`config.mk`:
```
export PLATFORM = sky130hd
export DESIGN_NAME = clk_step_ctrl
export DESIGN_NICKNAME = d
export VERILOG_FILES = /design/src/rtl/clk_ctrl_pkg.sv /design/src/rtl/key_debounce.sv /design/src/rtl/clk_step_ctrl.sv
export SDC_FILE = /design/constraint.sdc
export NUM_CORES = 1
export LEC_CHECK = 0
export ABC_CLOCK_PERIOD_IN_PS = 2800
export CORE_UTILIZATION = 44
export CTS_CLUSTER_SIZE = 30
export DETAILED_ROUTE_END_ITERATION = 7
export HOLD_SLACK_MARGIN = 0.12
export PLACE_DENSITY = 0.72
export SLEW_MARGIN = 5
export SYNTH_ARGS = -nofsm -noshare
export SYNTH_HDL_FRONTEND = slang
export SYNTH_SLANG_ARGS = --single-unit
```
`constraint.sdc`:
```
create_clock -name CLK -period 2.8 [get_ports CLK]
set_input_delay 0.42 -clock CLK [delete_from_list [all_inputs] [get_ports CLK]]
set_output_delay 0.42 -clock CLK [all_outputs]
set_load 0.02 [all_outputs]
```
`src/rtl/clk_ctrl_pkg.sv`:
```
// ---------------------------------------------------------------------------
// clk_ctrl_pkg
// Shared types and constants for the CPU clock-enable / single-step
// controller (clk_step_ctrl) and its key debouncer (key_debounce).
//   state_t        : controller FSM encoding (IDLE / RUN / HALT)
//   DEB_CYCLES_DEF : default key-stability window, 1 ms at 12.5 MHz
// ---------------------------------------------------------------------------
package clk_ctrl_pkg;

  // The ST_ prefix keeps the RUN state literal from colliding with the
  // RUN switch port on the top level.
  typedef enum logic [1:0] {
    ST_IDLE = 2'b00,
    ST_RUN  = 2'b01,
    ST_HALT = 2'b10
  } state_t;

  localparam int DEB_CYCLES_DEF = 12500;

  // Modulo-2^N increment used by the pulse counter; the carry out is
  // intentionally discarded so the count wraps.
  function automatic logic [31:0] wrap_inc(input logic [31:0] val);
    wrap_inc = val + 32'd1;
  endfunction

endpackage

```
`src/rtl/key_debounce.sv`:
```
// ---------------------------------------------------------------------------
// key_debounce
// Synchronises the raw active-low step key, requires DEB_CYCLES consecutive
// cycles of disagreement with the accepted level before adopting the new
// level, and emits a one-cycle PRESS on each accepted press (1 -> 0).
// Releases produce no pulse.
// Ports:
//   CLK   in  system clock
//   CLRn  in  asynchronous active-low reset
//   KEYn  in  raw bouncing key, active low, asynchronous
//   PRESS out one-cycle registered press pulse
// ---------------------------------------------------------------------------
module key_debounce
  import clk_ctrl_pkg::*;
#(
  parameter int DEB_CYCLES = DEB_CYCLES_DEF
) (
  input  logic CLK,
  input  logic CLRn,
  input  logic KEYn,
  output logic PRESS
);

  localparam int             CW       = $clog2(DEB_CYCLES + 1);
  localparam logic [CW-1:0]  CNT_LAST = CW'(DEB_CYCLES - 1);
  localparam logic [CW-1:0]  CNT_ZERO = {CW{1'b0}};
  localparam logic [CW-1:0]  CNT_ONE  = CW'(1);

  logic          key_meta_q;
  logic          key_sync_q;
  logic          level_q;
  logic          level_d;
  logic [CW-1:0] cnt_q;
  logic [CW-1:0] cnt_d;
  logic          press_q;
  logic          press_d;

  // Two-stage synchroniser for the key; idles at "released".
  always_ff @(posedge CLK or negedge CLRn) begin
    if (!CLRn) begin
      key_meta_q <= 1'b1;
      key_sync_q <= 1'b1;
    end else begin
      key_meta_q <= KEYn;
      key_sync_q <= key_meta_q;
    end
  end

  // Stability counter: any agreeing cycle restarts the window; the level
  // flips on the DEB_CYCLES-th consecutive disagreeing cycle.
  always_comb begin
    level_d = level_q;
    cnt_d   = CNT_ZERO;
    press_d = 1'b0;
    if (key_sync_q != level_q) begin
      if (cnt_q == CNT_LAST) begin
        level_d = key_sync_q;
        cnt_d   = CNT_ZERO;
      end else begin
        cnt_d   = cnt_q + CNT_ONE;
      end
    end else begin
      cnt_d = CNT_ZERO;
    end
    // Only the falling (press) edge of the accepted level is reported.
    press_d = level_q & ~level_d;
  end

  // Debounce state and registered press pulse.
  always_ff @(posedge CLK or negedge CLRn) begin
    if (!CLRn) begin
      level_q <= 1'b1;
      cnt_q   <= CNT_ZERO;
      press_q <= 1'b0;
    end else begin
      level_q <= level_d;
      cnt_q   <= cnt_d;
      press_q <= press_d;
    end
  end

  assign PRESS = press_q;

endmodule

```
`src/rtl/clk_step_ctrl.sv`:
```
// ---------------------------------------------------------------------------
// clk_step_ctrl
// Turns the slow divider square wave into single-cycle CPU execution
// enables. In free-run each T_SLOW rising edge yields one CPU_EN; when
// stopped, each debounced step-key press yields one CPU_EN; a CPU halt
// request parks the controller until the run switch is off and HLT clears.
// Ports:
//   CLK      in  system clock (only clock)
//   CLRn     in  asynchronous active-low reset
//   T_SLOW   in  slow square wave, asynchronous
//   RUN      in  run/stop switch (1 = free-run), asynchronous
//   STEP_Kn  in  raw single-step key, active low, bouncing
//   HLT      in  CPU halt request, synchronous to CLK
//   CPU_EN   out one-cycle execution enable (registered)
//   RUNNING  out FSM is in RUN (registered)
//   HALTED   out FSM is in HALT (registered)
//   STEP_CNT out number of CPU_EN pulses issued, wraps
// ---------------------------------------------------------------------------
module clk_step_ctrl
  import clk_ctrl_pkg::*;
#(
  parameter int DEB_CYCLES = DEB_CYCLES_DEF,
  parameter int CNT_W      = 8
) (
  input  logic             CLK,
  input  logic             CLRn,
  input  logic             T_SLOW,
  input  logic             RUN,
  input  logic             STEP_Kn,
  input  logic             HLT,
  output logic             CPU_EN,
  output logic             RUNNING,
  output logic             HALTED,
  output logic [CNT_W-1:0] STEP_CNT
);

  logic             t_meta_q;
  logic             t_sync_q;
  logic             t_prev_q;
  logic             run_meta_q;
  logic             run_sync_q;
  logic             tick_s;
  logic             step_req_s;

  state_t           state_q;
  state_t           state_d;
  logic             cpu_en_q;
  logic             cpu_en_d;
  logic             running_q;
  logic             running_d;
  logic             halted_q;
  logic             halted_d;
  logic [CNT_W-1:0] step_cnt_q;
  logic [CNT_W-1:0] step_cnt_d;

  key_debounce #(
    .DEB_CYCLES (DEB_CYCLES)
  ) u_key_debounce (
    .CLK   (CLK),
    .CLRn  (CLRn),
    .KEYn  (STEP_Kn),
    .PRESS (step_req_s)
  );

  // Synchronisers for T_SLOW and RUN, plus the delayed T_SLOW for edge detect.
  always_ff @(posedge CLK or negedge CLRn) begin
    if (!CLRn) begin
      t_meta_q   <= 1'b0;
      t_sync_q   <= 1'b0;
      t_prev_q   <= 1'b0;
      run_meta_q <= 1'b0;
      run_sync_q <= 1'b0;
    end else begin
      t_meta_q   <= T_SLOW;
      t_sync_q   <= t_meta_q;
      t_prev_q   <= t_sync_q;
      run_meta_q <= RUN;
      run_sync_q <= run_meta_q;
    end
  end

  // Rising edges of the slow clock only.
  assign tick_s = t_sync_q & ~t_prev_q;

  // Next-state and enable logic. The ~cpu_en_q guards keep the enable from
  // ever being high on two consecutive cycles.
  always_comb begin
    state_d  = state_q;
    cpu_en_d = 1'b0;
    case (state_q)
      ST_IDLE: begin
        if (run_sync_q) begin
          state_d = ST_RUN;
        end else begin
          state_d = ST_IDLE;
        end
        if (step_req_s && !cpu_en_q) begin
          cpu_en_d = 1'b1;
        end else begin
          cpu_en_d = 1'b0;
        end
      end
      ST_RUN: begin
        // Halt beats stop beats tick; a tick coinciding with either is lost.
        if (HLT) begin
          state_d = ST_HALT;
        end else if (!run_sync_q) begin
          state_d = ST_IDLE;
        end else if (tick_s && !cpu_en_q) begin
          cpu_en_d = 1'b1;
        end else begin
          state_d = ST_RUN;
        end
      end
      ST_HALT: begin
        if (!run_sync_q && !HLT) begin
          state_d = ST_IDLE;
        end else begin
          state_d = ST_HALT;
        end
      end
      default: begin
        state_d = ST_IDLE;
      end
    endcase

    running_d = (state_d == ST_RUN);
    halted_d  = (state_d == ST_HALT);
    if (cpu_en_d) begin
      step_cnt_d = CNT_W'(wrap_inc(32'(step_cnt_q)));
    end else begin
      step_cnt_d = step_cnt_q;
    end
  end

  // FSM state and all registered outputs.
  always_ff @(posedge CLK or negedge CLRn) begin
    if (!CLRn) begin
      state_q    <= ST_IDLE;
      cpu_en_q   <= 1'b0;
      running_q  <= 1'b0;
      halted_q   <= 1'b0;
      step_cnt_q <= {CNT_W{1'b0}};
    end else begin
      state_q    <= state_d;
      cpu_en_q   <= cpu_en_d;
      running_q  <= running_d;
      halted_q   <= halted_d;
      step_cnt_q <= step_cnt_d;
    end
  end

  assign CPU_EN   = cpu_en_q;
  assign RUNNING  = running_q;
  assign HALTED   = halted_q;
  assign STEP_CNT = step_cnt_q;

endmodule

```
==> flow_summary.ini, run 1 <==
[layout]
top_register = u_key_debounce.cnt_q
n_antenna_cell = 0
finalNetCount = 157
drive_above_1_share_pct = 12.7
fin_area_mm2 = 0.00183
post-route-util_pct = 57.6
syn_to_final_growth_pct = 20.2
largest_reg_flops = 14
final_cell_mix = dfrtp_1 (33), xor2_1 (18), nor2_1 (16), clkdlybuf4s50_1 (16), nand2_1 (10)
mostFrequentLayoutCell = dfrtp_1

[critical_path]
critPathSlowestCell = clkdlybuf4s50_1
cp_top_family = buffers and inverters
path_max_fanout = 6
slowest_delay_ps = 650
required_ps = 2380
worstPathArrival_ps = 1460
worstSetupPathType = reg2out
endpoint_kind = output port
path_buf_inv = 1
crit_chain = clkdlybuf4s50_1
crit_path_start_kind = flip-flop

[clock_tree]
clock_path_buffers = 2
clk_pin_slew_worst_paths_ps = 110
tritoncts = built
cts-root-buf = clkbuf_4
worstSkewPairLatency_ps = 340
cts_hold_buf = 0
cts_buffers = 5
post_cts_resize_count = 0
postCtsSetupBuffers = 0
numClockSinks = 36
h-tree-depth = 2

[synthesis]
synth_area_leader_cell = dfrtp_1
synth.ff_latch_count = 36
synth-seq-area-share_pct = 59.4
synthCells = 127
synth.avg_cell_area_um2 = 12.0
netlist_area_mm2 = 0.00152
synth_area_leaders = dfrtp_1 (54%), xor2_1 (10%), dfstp_2 (5.2%)
yosys.area.top_type_share_pct = 54.2
syn-num-nets = 135
yosysWarnings = 0
ys_types = 28

[sta]
rsz0062_at_grt = no
worst_pin_slew_ps = 432
hold_violations = 0
slew_headroom_pct = 71.2
timing.final.crit_share_pct = 67.0
setup-tns-final_ps = 0
setup_slack_ps = 925
finalSetupViolations = 0
finClkSkew_ps = 7.93
drv_slew = 0
fin_crit_ps = 1880
fmax_ghz = 0.533

[floorplan]
die_y_um = 60.8
io_pins = 17
dieArea_mm2 = 0.00370
die_width_um = 60.8
initial_utilization_pct = 47.9
num_rows = 20
coreArea_mm2 = 0.00318

[global_routing]
top_usage_layer = met2
grt_max_degree = 37
grt_pass1_wl_mm = 4.19
use_met3_pct = 7.89
grt_antenna_before_repair = 0
use_met2_pct = 26.2
grt_overflow = 0
grt_pass1_vias = 989
grt_util_met1_pct = 18.4
grtUsageTotal_pct = 16.1

[power]
power.leakage_uw = 0.000831
peakVddDrop_mv = 0.405
powerDensity_mw_per_mm2 = 662

[routing]
vias = 989
drc_errors = 0
drt_wl_total_mm = 2.46
first_pass_iters = 4
dr.first_iter.drc_count = 23
antenna_left = 0
wire_per_inst_um = 12.7
via_per_inst = 5.10

[hold_path]
hold_path_class = reg2reg

[place]
place_ws_ps = 785
globalplace.congestion = 0.748
dp_hpwl_mm = 1.71
placed_area_mm2 = 0.00174
port-buffer-count = 16

[status]
outcome = completed

[job]
max_cap_viol_count = 0
## cell type report
cell class / instances / area (µm²)
fillers: 279 / 1350
repair buffers: 17 / 168
multi-input cells: 87 / 598
clock buffers: 7 / 65.1
well taps: 44 / 55.1
inverters: 2 / 10.0
flip-flops and latches: 36 / 905
clock inverters: 1 / 30.0
## per-stage QoR
step	hold WS [ps]	std cells	total power (µW)
after floorplan	124	127	724
after global placement	334	186	812
after detailed placement	343	186	816
after CTS	369	194	1230
after global routing	375	194	1270
final	362	194	1210
## path summary, 6_finish.rpt
check,to,startpoint,slack [ps],depth (start not counted)
worst min register to register,run_sync_q,run_meta_q,360,0
worst min-delay path,run_sync_q,run_meta_q,360,0
min in group asynchronous,u_key_debounce.cnt_q[3],CLRn,470,2
max in group asynchronous,u_key_debounce.key_meta_q,CLRn,1990,2
worst max-delay path,STEP_CNT[2],STEP_CNT[2],920,1
worst max register to register,u_key_debounce.cnt_q[7],u_key_debounce.cnt_q[0],1170,5
## kinds of logic (layout without fill, tap and decap cells)
kind of cell,Yosys count,in the layout,synth area share (%)
XOR/XNOR,20,20,11.5
buffers and inverters,4,27,1.31
AO/OA/AOI/OAI,7,7,3.70
adder cells (fa/ha/maj),2,2,1.64
flip-flops,36,36,59.4
multiplexers,1,1,0.739
AND/OR/NAND/NOR,57,57,21.7
## cell usage after synthesis
master	instances
dfrtp_1	33
xor2_1	18
nor2_1	16
nand2_1	10
nand3_1	9
nand4_1	5
and4_1	4
dfstp_2	3
o21ai_0	3
a211oi_1	2
and2_1	2
and3_1	2
buf_2	2
ha_1	2
nor3_2	2
xnor2_1	2
a21oi_1	1
a31oi_4	1
and4_4	1
and4bb_1	1
inv_1	1
inv_4	1
mux2_2	1
nor3_1	1
nor3b_1	1
nor4b_4	1
nor4bb_1	1
or3_1	1
## metal layers
| layer | routed length (µm) | vias up | part of all wire (%) |
|---|---|---|---|
| li1 | - | 482 | - |
| met1 | 1130 | 483 | 46 |
| met2 | 1160 | 18 | 47 |
| met3 | 133 | 6 | 5.4 |
| met4 | 35 | 0 | 1.4 |
| met5 | 0 | - | 0 |
## power breakdown
part | leakage, µW | switching (µW) | total (µW) | internal (µW)
Clock | 0.0000515 | 169 | 406 | 237
Sequential | 0.000471 | 57.3 | 624 | 567
Combinational | 0.000309 | 94.7 | 181 | 86.6
Total | 0.000831 | 321 | 1210 | 890
Power figures use the tool's default switching activity.
==> run 2, diff against run 1 <==
--- a/config.mk
+++ b/config.mk
@@ -5,7 +5,7 @@
 export SDC_FILE = /design/constraint.sdc
 export NUM_CORES = 1
 export LEC_CHECK = 0
-export ABC_CLOCK_PERIOD_IN_PS = 2800
+export ABC_CLOCK_PERIOD_IN_PS = 1900
 export CORE_UTILIZATION = 44
 export CTS_CLUSTER_SIZE = 30
 export DETAILED_ROUTE_END_ITERATION = 7
==> constraint.sdc (replaced) <==
create_clock -name CLK -period 1.9 [get_ports CLK]
set_input_delay 0.285 -clock CLK [delete_from_list [all_inputs] [get_ports CLK]]
set_output_delay 0.285 -clock CLK [all_outputs]
set_load 0.02 [all_outputs]
==> run 2 against run 1 <==
Net effect: first-iteration DRC count is 140% higher; non-clock buffer count rose by 1; via count is 0.81% higher; die area unchanged; sequential power grew 48%; cell area is 1.0% lower; largest power group unchanged; final cell count is 0.52% higher; sequential cell count unchanged; critical path depth stayed put; highest routed layer unchanged; clock-buffer cell count grew 1; clock skew rose by 1.8 ps; combinational power grew 46%.
==> flow_summary.ini, run 2 (same netlist as run 1, synthesis figures left out) <==
[global_routing]
grtUsageTotal_pct = 16.4
grt_overflow = 0
grt_pass1_wl_mm = 4.26
grt_pass1_vias = 1000
grt_max_degree = 37
grt_antenna_before_repair = 0

[routing]
wire_per_inst_um = 12.6
drt_wl_total_mm = 2.45
first_pass_iters = 4
antenna_left = 0
vias = 997
via_per_inst = 5.11
dr.first_iter.drc_count = 56
drc_errors = 0

[sta]
fin_crit_ps = 1700
timing.final.crit_share_pct = 89.6
finalSetupViolations = 0
fmax_ghz = 0.588
finClkSkew_ps = 9.68
rsz0062_at_grt = no
slew_headroom_pct = 70.8
worst_pin_slew_ps = 437
setup-tns-final_ps = 0
hold_slack_ps = 359
drv_slew = 0
hold_violations = 0

[layout]
largest_reg_flops = 14
mostFrequentLayoutCell = dfrtp_1
final_cell_mix = dfrtp_1 (33), xor2_1 (18), nor2_1 (16), clkdlybuf4s50_1 (16), nand2_1 (10)
drive_above_1_share_pct = 12.6
fillers = 301
finalNetCount = 158
n_antenna_cell = 0
fin_area_mm2 = 0.00181
top_register = u_key_debounce.cnt_q
syn_to_final_growth_pct = 19.0

[clock_tree]
numClockSinks = 36
worstSkewPairLatency_ps = 330
post_cts_resize_count = 0
cts-root-buf = clkbuf_4
h-tree-depth = 2
postCtsSetupBuffers = 0
clk_pin_slew_worst_paths_ps = 110
cts_buffers = 5
tritoncts = built
clock_path_buffers = 2
cts_hold_buf = 0

[critical_path]
cp.depth = 1
path_max_fanout = 6
crit_start = STEP_CNT[2]
worstSetupPathType = reg2out
path_buf_inv = 1
slowest_delay_ps = 650
rr_worst_depth = 5
crit_chain = clkdlybuf4s50_1
critPathSlowestCell = clkdlybuf4s50_1
crit_path_start_kind = flip-flop
reg2reg_to = u_key_debounce.cnt_q[13]
cp_top_family = buffers and inverters
worst-r2r-setup-slack_ps = 270
required_ps = 1620
worstReg2RegStart = u_key_debounce.cnt_q[0]
cp-endpoint = STEP_CNT[2]
worstPathArrival_ps = 1420
endpoint_kind = output port

[floorplan]
die_width_um = 60.8
die_y_um = 60.8
coreArea_mm2 = 0.00318
num_rows = 20
initial_utilization_pct = 47.9
dieArea_mm2 = 0.00370
io_pins = 17

[job]
max_cap_viol_count = 0

[place]
placed_area_mm2 = 0.00174
globalplace.congestion = 0.744
dp_hpwl_mm = 1.74
port-buffer-count = 16

[power]
powerDensity_mw_per_mm2 = 901
power.leakage_uw = 0.000823
peakVddDrop_mv = 0.578

[status]
outcome = completed

[hold_path]
hold_path_class = in2async
run 2: final cells by class:
cell class	count	area [µm²]	area share [%]
Sequential cell	36	905	49.9
Multi-Input combinational cell	87	598	33.0
Timing Repair Buffer	18	175	9.67
Clock buffer	8	68.8	3.80
Tap cell	44	55.1	3.04
Inverter	2	10.0	0.552
run 2: worst min-delay path by stage:
stage | end | cells past startpoint
after global routing | u_key_debounce.key_meta_q | 1
after detailed placement | run_sync_q | 0
final | STEP_CNT[0] | 2
after floorplan | CPU_EN | 0
after CTS | u_key_debounce.key_meta_q | 1
after global placement | run_sync_q | 0
run 2: power by group:
| group | switching [µW] | leakage [µW] | internal [µW] | total, µW |
|---|---|---|---|---|
| logic | 138 | 0.000313 | 127 | 265 |
| registers | 87.0 | 0.000471 | 835 | 922 |
| clock network | 228 | 0.0000386 | 218 | 445 |
run 2: worst reg2reg max path, cell delays in order (launching register included):
cell and delay (ps):
dfrtp_1 420, ha_1 260, and4_1 210, nand4_1 150, nand2_1 280, a21oi_1 240
run 2: through the flow:
| step | total power, µW | setup slack, ps | util, % | instances |
|---|---|---|---|---|
| finish | 1630 | 198 | 57.0 | 195 |
| global route | 1720 | 75.8 | 57.0 | 195 |
| CTS | 1660 | 165 | 57.0 | 195 |
| detailed placement | 1200 | 75.7 | 54.8 | 187 |
| global placement | 1200 | 120 | 54.8 | 187 |
| floorplan | 1070 | 503 | - | 127 |
run 2: routing by layer:
metal	GRT usage [%]	vias up	wire, µm
met1	17.9	492	1090
li1	-	483	-
met5	0	-	0
met4	5.84	0	10
met3	7.46	2	125
met2	28.1	20	1230
==> run 3, diff against run 2 <==
--- a/config.mk
+++ b/config.mk
@@ -11,7 +11,9 @@
 export DETAILED_ROUTE_END_ITERATION = 7
 export HOLD_SLACK_MARGIN = 0.12
 export PLACE_DENSITY = 0.72
+export SKIP_LAST_GASP = 1
 export SLEW_MARGIN = 5
 export SYNTH_ARGS = -nofsm -noshare
 export SYNTH_HDL_FRONTEND = slang
+export SYNTH_HIERARCHICAL = 1
 export SYNTH_SLANG_ARGS = --single-unit
==> run 3 against run 2 <==
Net effect: global-route usage about the same; power is 5.6% lower; critical path depth is the same; die area grew 1.4%; clock-buffer cell count fell by 3; worst setup slack got worse by 45 ps; combinational power fell by 10%.
==> flow_summary.ini, run 3 <==
[synthesis]
synthCells = 127
synth_area_leader_cell = dfrtp_1
syn-num-nets = 136
yosys.area_share.simple_pct = 21.8
synth_most_common_cell = dfrtp_1
synth_area_leaders = dfrtp_1 (53%), xnor2_1 (8.5%), dfstp_2 (5.1%)
synth_top_family_by_area = simple AND/OR/NAND/NOR gates
ys_types = 31
yosys.area.top_type_share_pct = 53.5
synth.avg_cell_area_um2 = 12.2
ys.flop_type = dfrtp_1
yosysWarnings = 6
synthAdderAreaFrac_pct = 2.43
synth-seq-area-share_pct = 58.6
netlist_top_cells_count = dfrtp_1 (33), nor2_1 (16), xnor2_1 (15)
synth_compound_area_share_pct = 2.19
synth-xor-area-share_pct = 11.3
async_flop_share_pct = 100
synth.ff_latch_count = 36
synth_edf_count = 0
synthMuxAreaShare_pct = 1.70
netlist_area_mm2 = 0.00154

[hold_path]
hold_path_class = in2async

[sta]
hold_violations = 0
fmax_ghz = 0.572
finalSetupViolations = 0
finClkSkew_ps = 6.93
rsz0062_at_grt = no
setup_slack_ps = 153
fin_crit_ps = 1750
worst_pin_slew_ps = 428
drv_slew = 0
setup-tns-final_ps = 0
hold_slack_ps = 347
timing.final.crit_share_pct = 91.9
slew_headroom_pct = 71.4

[routing]
antenna_left = 0
wire_per_inst_um = 12.8
via_per_inst = 5.00
drt_wl_total_mm = 2.53
first_pass_iters = 4
vias = 990
drc_errors = 0
dr.first_iter.drc_count = 39

[clock_tree]
tritoncts = built
post_cts_resize_count = 0
postCtsSetupBuffers = 0
cts_hold_buf = 0
cts_buffers = 5
clock_path_buffers = 2
cts-root-buf = clkbuf_4
worstSkewPairLatency_ps = 330
numClockSinks = 36
h-tree-depth = 2
clk_pin_slew_worst_paths_ps = 110

[power]
swShare_pct = 29.1
share_seq_of_total_power_pct = 59.1
power.leakage_uw = 0.000775
p_int_uw = 1090
switching_power_uw = 449
power_frac_comb_pct = 15.5
p_clk_share_pct = 25.4
peakVddDrop_mv = 0.408
powerDensity_mw_per_mm2 = 847

[layout]
mostFrequentLayoutCell = dfrtp_1
finalNetCount = 160
drive_above_1_share_pct = 14.5
fin_area_mm2 = 0.00182
top_register = u_key_debounce/cnt_q
seq_area_um2 = 905
final_cell_mix = dfrtp_1 (33), nor2_1 (16), clkdlybuf4s50_1 (16), xnor2_1 (15), nand3_1 (10)
multi_input_area_um2 = 609
fillers = 297
n_antenna_cell = 0
largest_reg_flops = 14
syn_to_final_growth_pct = 17.7

[critical_path]
crit_path_start_kind = flip-flop
path_max_fanout = 6
critPathSlowestCell = clkdlybuf4s50_1
crit_chain = clkdlybuf4s50_1
worstSetupPathType = reg2out
required_ps = 1620
cp_top_family = buffers and inverters
endpoint_kind = output port
path_buf_inv = 1
slowest_delay_ps = 650
worstPathArrival_ps = 1460

[global_routing]
grt_pass1_wl_mm = 4.31
grt_antenna_before_repair = 0
grtUsageTotal_pct = 16.3
grt_pass1_vias = 948
grt_overflow = 0
grt_max_degree = 37

[status]
outcome = completed

[place]
placed_area_mm2 = 0.00176
globalplace.congestion = 0.832
dp_hpwl_mm = 1.75
place_ws_ps = 88.2
port-buffer-count = 16

[floorplan]
io_pins = 17
coreArea_mm2 = 0.00334
initial_utilization_pct = 46.3
die_width_um = 61.2
die_y_um = 61.2
num_rows = 21
dieArea_mm2 = 0.00375

[job]
max_cap_viol_count = 0
## run 3: logic make-up after synthesis
| family | Yosys count |
|---|---|
| AND/OR/NAND/NOR | 57 |
| flip-flops | 36 |
| XOR/XNOR | 20 |
| AO/OA/AOI/OAI | 5 |
| buffers and inverters | 4 |
| adder cells (fa/ha/maj) | 3 |
| multiplexers | 2 |
## run 3: routing by layer
metal	vias to the layer above	routed length (µm)	GRT usage [%]	part of all wire, %
li1	485	-	-	-
met4	0	31	6.82	1.2
met5	-	0	0	0
met3	4	119	6.30	4.7
met1	480	1170	20.8	46
met2	21	1210	25.0	48
## run 3: cell type report
class                      instances  area share (%)
tap                               46            3.17
timing repair buffer              19            10.0
clock inverter                     3            1.03
multi-input combinational         87            33.5
inverter                           2           0.413
clock buffer                       5            2.06
sequential                        36            49.8
## run 3: final timing paths
check,startpoint,to,slack (ps),depth (start not counted)
worst max-delay path,STEP_CNT[0],STEP_CNT[0],150,1
worst min-delay path,CLRn,u_key_debounce/PRESS,350,2
worst max register to register,u_key_debounce/cnt_q[0],u_key_debounce/cnt_q[8],260,5
worst min register to register,u_key_debounce/key_meta_q,u_key_debounce/key_sync_q,360,0
max in group asynchronous,CLRn,u_key_debounce/key_meta_q,1220,2
min in group CLK,STEP_Kn,u_key_debounce/key_meta_q,350,1
## run 3: stage by stage
| step | std cells | utilization [%] | power (µW) |
|---|---|---|---|
| 6_report | 198 | 54.5 | 1540 |
| 5_1_grt | 198 | 54.5 | 1640 |
| 4_1_cts | 198 | 54.5 | 1560 |
| 3_5_place_dp | 190 | 52.8 | 1170 |
| 3_3_place_gp | 190 | 52.8 | 1150 |
| 2_1_floorplan | 127 | - | 1040 |
## run 3: power by group through the flow
| stage | sequential, µW | clock, µW | combinational [µW] |
|---|---|---|---|
| 4_1_cts | 911 | 409 | 241 |
| 3_3_place_gp | 918 | 0 | 232 |
| 5_1_grt | 927 | 455 | 260 |
| 3_5_place_dp | 923 | 0 | 242 |
| 6_report | 910 | 391 | 238 |
| 2_1_floorplan | 950 | 0 | 85.8 |
